## src/rtl/sfifo_stream_reader.sv

```systemverilog
// sfifo_stream_reader: drains an sfifo through a 2-entry skid buffer into a valid/ready stream with burst framing.
module sfifo_stream_reader #(
  parameter  int WIDTH     = 8,
  parameter  int BURST_LEN = 4,
  localparam int CNT_W     = $clog2(BURST_LEN)
) (
  input  logic             i_clk,
  input  logic             i_rst_n,
  output logic             o_fifo_rd_en,
  input  logic             i_fifo_empty,
  input  logic [WIDTH-1:0] i_fifo_data,
  output logic             o_valid,
  input  logic             i_ready,
  output logic [WIDTH-1:0] o_data,
  output logic             o_last,
  output logic [CNT_W-1:0] o_beat_cnt,
  output logic [1:0]       o_level
);
  typedef enum logic [1:0] {EMPTY = 2'd0, ONE = 2'd1, TWO = 2'd2} state_t;
  localparam logic [CNT_W-1:0] LAST_IDX = CNT_W'(BURST_LEN - 1);
  state_t           state, state_n;
  logic [WIDTH-1:0] head, skid;
  logic [CNT_W-1:0] beat_cnt;
  logic             pop, hs, ld_head, from_skid, ld_skid;
  // rd_en comes from registered state only so the FIFO's pass-through empty cannot loop back
  assign o_fifo_rd_en = i_rst_n & (state != TWO);
  assign pop          = o_fifo_rd_en & ~i_fifo_empty;
  assign o_valid      = state != EMPTY;
  assign hs           = o_valid & i_ready;
  assign o_data       = head;
  assign o_beat_cnt   = beat_cnt;
  assign o_last       = o_valid & (beat_cnt == LAST_IDX);
  assign o_level      = state;
  always_comb begin
    state_n   = state;
    ld_head   = 1'b0;
    from_skid = 1'b0;
    ld_skid   = 1'b0;
    case (state)
      EMPTY: begin
        state_n = pop ? ONE : EMPTY;
        ld_head = pop;
      end
      ONE: begin
        state_n = (pop & ~hs) ? TWO : (~pop & hs) ? EMPTY : ONE;
        ld_head = pop & hs;
        ld_skid = pop & ~hs;
      end
      TWO: begin
        state_n   = hs ? ONE : TWO;
        ld_head   = hs;
        from_skid = 1'b1;
      end
      default: state_n = EMPTY;
    endcase
  end
  always_ff @(posedge i_clk or negedge i_rst_n) begin
    if (!i_rst_n) begin
      state    <= EMPTY;
      head     <= '0;
      skid     <= '0;
      beat_cnt <= '0;
    end else begin
      state <= state_n;
      if (ld_head) head <= from_skid ? skid : i_fifo_data;
      if (ld_skid) skid <= i_fifo_data;
      if (hs) beat_cnt <= (beat_cnt == LAST_IDX) ? '0 : beat_cnt + 1'b1;
    end
  end
endmodule

```

## config.mk

```make
export PLATFORM = sky130hd
export DESIGN_NAME = sfifo_stream_reader
export DESIGN_NICKNAME = d
export VERILOG_FILES = /design/src/rtl/sfifo_stream_reader.sv
export SDC_FILE = /design/constraint.sdc
export NUM_CORES = 1
export LEC_CHECK = 0
export ABC_AREA = 0
export ABC_CLOCK_PERIOD_IN_PS = 1800
export CAP_MARGIN = 20
export CORE_MARGIN = 2
export CORE_UTILIZATION = 35
export DETAILED_ROUTE_END_ITERATION = 16
export PLACE_DENSITY = 0.71
export SETUP_SLACK_MARGIN = 0.5
export SYNTH_ARGS = -nofsm -noshare
export SYNTH_HDL_FRONTEND = slang
export SYNTH_SLANG_ARGS = --single-unit
```

## constraint.sdc

```tcl
create_clock -name i_clk -period 1.8 [get_ports i_clk]
set_input_delay 0.36 -clock i_clk [delete_from_list [all_inputs] [get_ports i_clk]]
set_output_delay 0.36 -clock i_clk [all_outputs]
set_load 0.02 [all_outputs]
```

======== Word level (Yosys, flattened, before mapping) ========
Cells that the tools add are included.
Widths: inputs -> output; s select.
word-level totals
  output and inout port bits .............. 15
  word-level logic and storage cells ...... 31
  input port bits ......................... 12
  flip-flop bits (word level) ............. 20
cells by class
  eq/ne operators ......................... 4
  reductions and logical operators ........ 2
  bitwise operators ....................... 10
  mux-type cells .......................... 10
  $add $sub $neg .......................... 1
operator list
  cell                 count
  $mux 8               1
  $and 1x1->1          7
  $mux 2               3
  $pmux 2 s3           1
  $eq 2x2->1 const B   2
  $mux 1               4
  $not 1->1            3
  $pmux 1 s3           1
  $add 2x1->2 const B  1
  $eq 2x1->1 const B   1
  $logic_not 2->1      1
  $ne 2x2->1 const B   1
  $reduce_bool 2->1    1

======== Longest topological paths before layout ========
  word-level depth ........................ 8
  gate-level depth with buffers ........... 6
  gate-level depth less buffers ........... 5

======== Worst setup path before layout ========
OpenSTA, ideal clock, no wires.
  path type ............................... reg2reg
  start point ............................. register state[0] (netlist: o_level[0])
  end point ............................... register head[0] (netlist: o_data[0])
  buffers on the path ..................... 1
  period minus slack after synthesis ...... 1.945 ns
  data arrival time ....................... 1.820 ns
  path slack .............................. -0.145 ns
  data required time ...................... 1.675 ns
  setup time .............................. 0.125 ns
  stages on the path, launching flop included .. 7
  cells stage by stage .................... dfrtp_1 -> o21ai_1 -> inv_1 -> ha_1 -> a221o_1 -> buf_6 -> mux2_4
on the way
  elaborated cells between the ends (all ways) .. 12
  those cells by class .................... eq/ne: 3; mux: 3; bitwise: 4; reduce/logical: 2
RTL lines
  item                      RTL line  RTL
  start: declaration        21        state_t state, state_n;
  start signal: assignment  64        state <= state_n;
  $reduce_bool 2->1 (*)     28        assign o_valid = state != EMPTY;
  $and 1x1->1 (*)           29        assign hs = o_valid & i_ready;
  named net hs              24        logic pop, hs, ld_head, from_skid, ld_skid;
  $and 1x1->1               46        ld_head = pop & hs;
  $pmux 1 s3 (*)            39        case (state)
  end signal: assignment    65        if (ld_head) head <= from_skid ? skid : i_fifo_data;
  end: declaration          22        logic [WIDTH-1:0] head, skid;
The timed path passes the listed nets; every way through them passes the cells marked *.
A chain may end at the register's enable or synchronous reset.

======== Final worst setup path ========
  start point ............................. register state[0] (netlist: o_level[0])
  end point ............................... register head[0] (netlist: o_data[0])
on the way
  word-level cells in the longest chain between the ends .. 5
  elaborated cells between the ends (all ways) .. 12
  those cells by class .................... eq/ne: 3; mux: 3; bitwise: 4; reduce/logical: 2
ends and longest elaborated chain
  item         RTL line  RTL
  $ne 2x2->1   26        assign o_fifo_rd_en = i_rst_n & (state != TWO);
  $and 1x1->1  26
  $and 1x1->1  27        assign pop = o_fifo_rd_en & ~i_fifo_empty;
  $and 1x1->1  46
  $pmux 1 s3   39
Several ways; a longest one is shown, not always the timed one.

==> metrics.yaml <==
ys_warn_count: 0
cts_tree: "yes"
via_per_inst: 4.97
rows: 19
firstDrtPassIters: 3
power_leakage_nw: 0.666
crit_chain: "nor2b_4 > nor3b_4 > ha_2 > a221o_1 > buf_12 > mux2_4"
drc: 0
post-route-min-period_ns: 1.77
clockBufferDepth: 2
first_global_vias: 723
worst_setup_path_end_kind: "flop"
synth_common_cells: "20 x dfrtp_1, 17 x mux2_2, 8 x mux2_4, 3 x ha_1, 2 x and2_1"
status: "completed"
drv_slew: 0
pre_cts_ws_ns: -0.327
finalClockSkew_ns: 0.00935
busiest_layer: "met2"
worst_slack_ns: 0.0314
nets: 123
stdcell_area_um2: 1420
io_pins: 27
dpl_cell_area_um2: 1380
max_slew.worst_pin.slew_ns: 0.344
synth.most_common_cell: "dfrtp_1"
vias: 686
crit_family: "flip-flops"
hold_path_class: "in2async"
syn_inst: 66
met3_usage: 0.0438
grt_use_met1: 0.160
switching_power_uw: 796
cap_violations: 0
synth_top_area_share: 0.512
gp_congestion: 0.656
synthTopCellsByArea: "dfrtp_1 51%, mux2_2 20%, mux2_4 12%"
grt.met2_usage: 0.241
pwr-share-seq: 0.368
cts_sinks: 20
multi_input_area_um2: 520
hold_viol: 0
slew-limit-headroom: 0.770
power_switching_share: 0.357
p_int_mw: 1.43
synth_edf_count: 0
grt_max_degree: 19
crit_buf_inv: 1
power_frac_clock: 0.101
worst-path-max-fanout: 8
fmax_mhz: 565
grt-ovfl-total: 0
start_kind: "flop"
cts_root_buffer: "clkbuf_4"
yosys.area.top_type: "dfrtp_1"
grt_antenna_before_repair: 0
drt-total-wl_um: 2130
drtIter0Drc: 12
ir_drop_uv: 928
clk_latency_ns: 0.30
port_buffers: 26
ys_async_sr_fraction: 1.00
slowest_stage: "dfrtp_2"
synth_area_um2: 978
wire_per_inst_um: 15.4
rsz0062_at_grt: "yes"
antenna_left: 0
n_antenna_cell: 0
synth_nets: 81
p_per_area_nw_per_um2: 1570
p_comb_frac: 0.531
die_x_um: 56.9
avgSynthCellArea_um2: 14.8
grt_usage: 0.139
core-area_um2: 2710
fp.dieH_um: 56.9
cts_buffers: 3
yosysSeqAreaShare: 0.512
dp_hpwl_um: 1510
path_clk_slew_ns: 0.12
synthFlopType: "dfrtp_1"
num-fill-cells: 250
setup_viol: 0
worst_ep_arrival_time_ns: 1.96
grt_pass1_wl_um: 3380
area.sequential_um2: 503
ys_ff_latch: 20
min_period_over_period: 0.983
crit_path_max_incr_delay_ns: 0.48
ys_types: 21
path_class: "reg2reg"
dieArea_um2: 3230
cts-htree-levels: 1
worstPathRequired_ns: 1.99
synthToLayoutAreaGrowth_pct: 45.0
layout-drive-gt1-share: 0.654
start_util: 0.361
-- registers in the layout, indices dropped and copies added (netlist names) --
signal      count
skid            8
o_beat_cnt      2
o_level         2
o_data          8
-- placed cells by master (no fill, tap or decap), types with 2 or more instances in the layout --
| cell | count |
|---|---|
| mux2_2 | 17 |
| dfrtp_1 | 18 |
| clkbuf_4 | 3 |
| dfrtp_2 | 2 |
| buf_6 | 5 |
| buf_2 | 9 |
| mux2_4 | 8 |
| dlygate4sd2_1 | 2 |
| clkdlybuf4s50_1 | 9 |
| buf_4 | 13 |
| and2_4 | 2 |
-- cell families after synthesis --
logic type | synth area share
muxes | 0.318
adders and majority gates | 0.0384
DFF | 0.512
AOI/OAI and AO/OA | 0.0396
buffers and inverters | 0.0205
and+or+nand+nor | 0.0716
-- power by group through the flow --
stage                     Clock (mW)  Sequential, mW  Combinational, mW
final                          0.226           0.821               1.18
after detailed placement           0           0.834               1.20
after floorplan                    0           0.970              0.531
after global routing           0.250           0.845               1.27
after global placement             0           0.818               1.18
after CTS                      0.234           0.823               1.16
-- stage by stage --
| step | util | cells | hold slack (ns) | setup TNS, ns | power [mW] |
|---|---|---|---|---|---|
| 2_1_floorplan | - | 66 | 0.0644 | 0 | 1.50 |
| 3_3_place_gp | 0.507 | 131 | 0.483 | -4.28 | 1.99 |
| 3_5_place_dp | 0.507 | 131 | 0.490 | -4.76 | 2.03 |
| 4_1_cts | 0.510 | 137 | 0.141 | 0 | 2.22 |
| 5_1_grt | 0.524 | 138 | 0.167 | -0.155 | 2.36 |
| 6_report | 0.524 | 138 | 0.168 | 0 | 2.23 |
-- metal layers --
| metal | vias to the layer above | part of all wire | routed length [µm] |
|---|---|---|---|
| met5 | - | 0 | 0 |
| met4 | 0 | 0.018 | 38 |
| met3 | 4 | 0.050 | 106 |
| met2 | 16 | 0.54 | 1160 |
| met1 | 346 | 0.39 | 825 |
| li1 | 320 | - | - |
-- path summary, 6_finish.rpt --
| check | start | end | slack, ns | cells past startpoint |
|---|---|---|---|---|
| worst max-delay path | o_level[0]$_DFF_PN0_ | o_data[0]$_DFFE_PN0P_ | 0.03 | 6 |
| worst min-delay path | i_rst_n | o_level[0]$_DFF_PN0_ | 0.17 | 2 |
| worst max register to register | o_level[0]$_DFF_PN0_ | o_data[0]$_DFFE_PN0P_ | 0.03 | 6 |
| worst min register to register | skid[6]$_DFFE_PN0P_ | skid[6]$_DFFE_PN0P_ | 0.51 | 1 |
| max in group asynchronous | i_rst_n | o_beat_cnt[0]$_DFFE_PN0P_ | 1.35 | 2 |
| min in group i_clk | skid[6]$_DFFE_PN0P_ | skid[6]$_DFFE_PN0P_ | 0.51 | 1 |
-- repair_timing --
action                                  CTS  global route
endpoints found under the setup margin   33            24
hold buffers                              0             0
resized for setup                        70            11
buffers inserted                          2             1
endpoints found under the hold margin     0             0
pin swaps                                 1             3
gates cloned                              0             0
-- worst reg2reg max path: stages, from the launching register on --
cell	delay, ns
dfrtp_2	0.48
nor2b_4	0.17
nor3b_4	0.06
ha_2	0.17
a221o_1	0.33
buf_12	0.16
mux2_4	0.30
-- area by class of cell --
cell class	instances	area share
inverters	1	0.00265
repair buffers	39	0.230
multi-input cells	43	0.367
well taps	31	0.0273
clock buffers	4	0.0185
flip-flops and latches	20	0.354
Power figures use the tool's default switching activity.
